[src/rtl/op_sequencer.sv]
// Four-phase operation sequencer: IDLE -> LOAD -> EXEC -> FINISH -> IDLE.
// It drives one-hot phase strobes, latches the operation mode and counts completed operations.
module op_sequencer #(
    parameter int EXEC_CYCLES = 4,
    parameter int CNT_W       = 3,
    parameter int OPS_W       = 8
) (
    input  logic             clk,
    input  logic             rst,
    input  logic             start,
    input  logic             mode,
    input  logic             stall,
    output logic [1:0]       state,
    output logic             load_en,
    output logic             exec_en,
    output logic             store_en,
    output logic             op_mode,
    output logic             busy,
    output logic             done,
    output logic [CNT_W-1:0] exec_cnt,
    output logic [OPS_W-1:0] op_count
);

    typedef enum logic [1:0] {
        IDLE   = 2'b00,
        LOAD   = 2'b01,
        EXEC   = 2'b10,
        FINISH = 2'b11
    } phase_t;

    // The compare is one bit wider so that EXEC_CYCLES == 2**CNT_W is legal.
    localparam logic [CNT_W:0]   EXEC_LAST = (CNT_W+1)'(EXEC_CYCLES - 1);
    localparam logic [CNT_W-1:0] EXEC_SAT  = (EXEC_CYCLES >= (1 << CNT_W)) ?
                                             {CNT_W{1'b1}} : CNT_W'(EXEC_CYCLES);

    phase_t cur_phase;
    phase_t nxt_phase;
    logic   exec_last;

    assign exec_last = ({1'b0, exec_cnt} == EXEC_LAST);
    assign state     = cur_phase;
    assign busy      = (cur_phase != IDLE);

    always_ff @(posedge clk) begin
        if (rst) begin
            cur_phase <= IDLE;
        end else begin
            cur_phase <= nxt_phase;
        end
    end

    always_comb begin
        nxt_phase = cur_phase;
        load_en   = 1'b0;
        exec_en   = 1'b0;
        store_en  = 1'b0;
        case (cur_phase)
            IDLE: begin
                if (start) begin
                    nxt_phase = LOAD;
                end
            end
            LOAD: begin
                if (!stall) begin
                    load_en   = 1'b1;
                    nxt_phase = EXEC;
                end
            end
            EXEC: begin
                if (!stall) begin
                    exec_en = 1'b1;
                    if (exec_last) begin
                        nxt_phase = FINISH;
                    end
                end
            end
            FINISH: begin
                store_en  = 1'b1;
                nxt_phase = IDLE;
            end
            default: nxt_phase = IDLE;
        endcase
    end

    // exec_cnt and op_count advance on the very strobes the datapath sees.
    always_ff @(posedge clk) begin
        if (rst) begin
            op_mode  <= 1'b0;
            exec_cnt <= '0;
            op_count <= '0;
            done     <= 1'b0;
        end else begin
            done <= store_en;
            if (cur_phase == IDLE && start) begin
                op_mode  <= mode;
                exec_cnt <= '0;
            end
            if (exec_en) begin
                exec_cnt <= exec_last ? EXEC_SAT : exec_cnt + 1'b1;
            end
            if (store_en) begin
                op_count <= op_count + 1'b1;
            end
        end
    end

endmodule

[config.mk]
export PLATFORM = sky130hd
export DESIGN_NAME = op_sequencer
export DESIGN_NICKNAME = d
export VERILOG_FILES = /design/src/rtl/op_sequencer.sv
export SDC_FILE = /design/constraint.sdc
export NUM_CORES = 1
export LEC_CHECK = 0
export CAP_MARGIN = 0
export CORE_MARGIN = 2
export CORE_UTILIZATION = 48
export DETAILED_ROUTE_END_ITERATION = 8
export PLACE_DENSITY = 0.82
export SYNTH_ARGS = -nofsm -noshare
export SYNTH_HDL_FRONTEND = slang
export SYNTH_SLANG_ARGS = --single-unit
[constraint.sdc]
create_clock -name clk -period 2.54 [get_ports clk]
set_clock_uncertainty 0.2 [all_clocks]
set_input_delay 0.254 -clock clk [delete_from_list [all_inputs] [get_ports clk]]
set_output_delay 0.254 -clock clk [all_outputs]
set_load 0.01 [all_outputs]
==> results_dict.tcl <==
set metrics [dict create \
    core-area_sq_mm 0.00151 \
    synth_ff_type "dfxtp_1" \
    cts_resized 0 \
    maxCapViolations 0 \
    drt-total-wl_mm 1.43 \
    yosys_register_bits 15 \
    path_class "flop to output port" \
    power_leakage_nw 0.403 \
    drive_gt1_share_pct 5.66 \
    top_level_ports 24 \
    drt-initial-drc-count 7 \
    grt_pass1_vias 596 \
    die_w_um 43.9 \
    drtAntennaViolNets 0 \
    ys_seq_area_share_pct 39.3 \
    dieHeight_um 43.9 \
    status "finished, final reports clean" \
    finalMaxSlewViolations 0 \
    drc 0 \
    syn_area_sq_um 764 \
    clkTransAtPathRegs_ps 80 \
    diodes 0 \
    synth.top_cell.area_share_pct 39.3 \
    initial_utilization_pct 50.7 \
    nets 119 \
    cts_root_buf "clkbuf_4" \
    grt_max_degree 18 \
    period_needed_ps 2250 \
    cts_hold_buf 0 \
    hold_path.class "flop to flop" \
    grt_antenna_before_repair 0 \
    syn_inst 81 \
    postSynthAreaPerCell_sq_um 9.44 \
    yosysWarnings 0 \
    vias_per_cell 5.25 \
    cts_tree "done" \
    startpoint_type "flop" \
    hold_viol 0 \
    grt_pass1_wl_mm 2.50 \
    dp_cells 118 \
    cts-htree-levels 1 \
    fmax_mhz 444 \
    vias 641 \
    synthesis.nets 93 \
    drt-pass1-iter-count 4 \
    netlist_top_cells_area "dfxtp_1 39%, ha_1 11%, mux2i_1 3.9%" \
    irDropWorstVdd_mv 0.573 \
    worst_pin_slew_ps 541 \
    dieArea_sq_mm 0.00193 \
    rsz0062_at_grt "no" \
    setup_viol 0 \
    post-route-period-util_pct 88.6 \
    cts_buffer_depth 2 \
    cp_max_fo 6 \
    hpwl_mm 1.09 \
    yosysTopAreaCell "dfxtp_1" \
    max_slew_margin_pct 63.8 \
    worstPathArrival_ps 1800 \
    wire_per_inst_um 11.7 \
    synth-edff-count 0 \
    pwr_density_cell_mw_per_mm2 726 \
    overflow 0 \
    netlist-cell-type-count 25 \
    cts_made_buffers 3 \
    reg2reg_slack_ps 710 \
    postCtsSetupBuffers 0 \
    cp-end-kind "output port" \
    grt_usage_pct 17.2 \
    setup_tns_ps 0 \
    area_delta_synth_final_pct 34.9 \
    clock_latency_ps 280 \
    port_buffers 23 \
    holdWs_ps 264 \
    async_flop_share_pct 0 \
    clock-sinks 15 \
    final_cells 122 \
    std_cell_rows 14 \
    cp.required_ps 2090 \
    place_congestion 0.801 \
]
[placed cells by master (no fill, tap or decap), types with 2 or more instances in the layout]
master           Yosys  layout
clkdlybuf4s50_1      0      23
dfxtp_1             15      15
nor2_1               7       7
ha_1                 7       7
inv_1                5       5
a21oi_1              5       5
nand2b_1             4       4
nor2b_1              4       4
nand2_1              4       4
nand3_1              4       4
mux2i_1              3       3
o21ai_0              3       3
or3_1                3       3
xor2_1               3       3
clkbuf_4             0       3
a31oi_1              2       2
nand4_1              2       2
[worst max-delay path: stages, from the launching register on]
cell and delay (ps):
dfxtp_1 360, inv_1 90, ha_1 300, nand2b_1 150, inv_1 90, clkdlybuf4s50_1 530
[final timing paths]
path | start | endpoint | depth (start not counted)
worst min-delay path | op_mode$_SDFFE_PP0P_ | op_mode$_SDFFE_PP0P_ | 2
worst max-delay path | state[0]$_SDFFE_PP0P_ | exec_en | 5
worst min register to register | op_mode$_SDFFE_PP0P_ | op_mode$_SDFFE_PP0P_ | 2
worst max register to register | state[0]$_SDFFE_PP0P_ | state[0]$_SDFFE_PP0P_ | 5
[routing by layer]
metal / up-vias / GRT usage (%) / share of wire (%)
met1: 294 / 21.6 / 47
met5: - / 0 / 0
met2: 14 / 27.9 / 47
li1: 331 / - / -
met3: 2 / 5.42 / 4.9
met4: 0 / 5.45 / 0.77
[flip-flops by register name, summed over array words and instances (netlist names)]
name / cells
state: 2
exec_cnt: 3
op_mode: 1
op_count: 8
done: 1
[final cells by class]
class,count,area (sq um)
inverter,5,18.8
clock inverter,1,5.00
multi-input combinational,59,434
clock buffer,3,22.5
fill,126,475
tap,16,20.0
timing repair buffer,23,230
sequential,15,300
[cells by family after synthesis]
family / count (synthesis) / share of synthesized area, %
compound gates: 12 / 11.5
buf+inv: 7 / 3.93
simple gates: 33 / 25.4
xor+xnor: 4 / 4.58
mux: 3 / 3.93
flops: 15 / 39.3
fa+ha+maj: 7 / 11.5
[through the flow]
| step | cell area (sq um) | util [%] | worst slack [ps] | power [mW] |
|---|---|---|---|---|
| floorplan | 764 | - | 816 | 0.496 |
| global placement | 1000 | 66.6 | 479 | 0.615 |
| detailed placement | 1000 | 66.6 | 446 | 0.621 |
| CTS | 1030 | 68.4 | 288 | 0.755 |
| global route | 1030 | 68.4 | 163 | 0.803 |
| finish | 1030 | 68.4 | 289 | 0.749 |
[report_power, final]
part           switching, mW  leakage (nW)  total, mW  internal [mW]
Combinational          0.150         0.264      0.326          0.176
Sequential            0.0275         0.121      0.288          0.260
Clock                 0.0771        0.0177      0.135         0.0584
Total                  0.254         0.403      0.749          0.495
[synth_stat cells (2+ instances only)]
library cell / instances
a21oi_1: 5
nand2b_1: 4
nand3_1: 4
nor2b_1: 4
nand2_1: 4
nand4_1: 2
xor2_1: 3
a31oi_1: 2
o21ai_0: 3
nor2_1: 7
ha_1: 7
mux2i_1: 3
or3_1: 3
dfxtp_1: 15
inv_1: 5
Power figures use the tool's default switching activity.
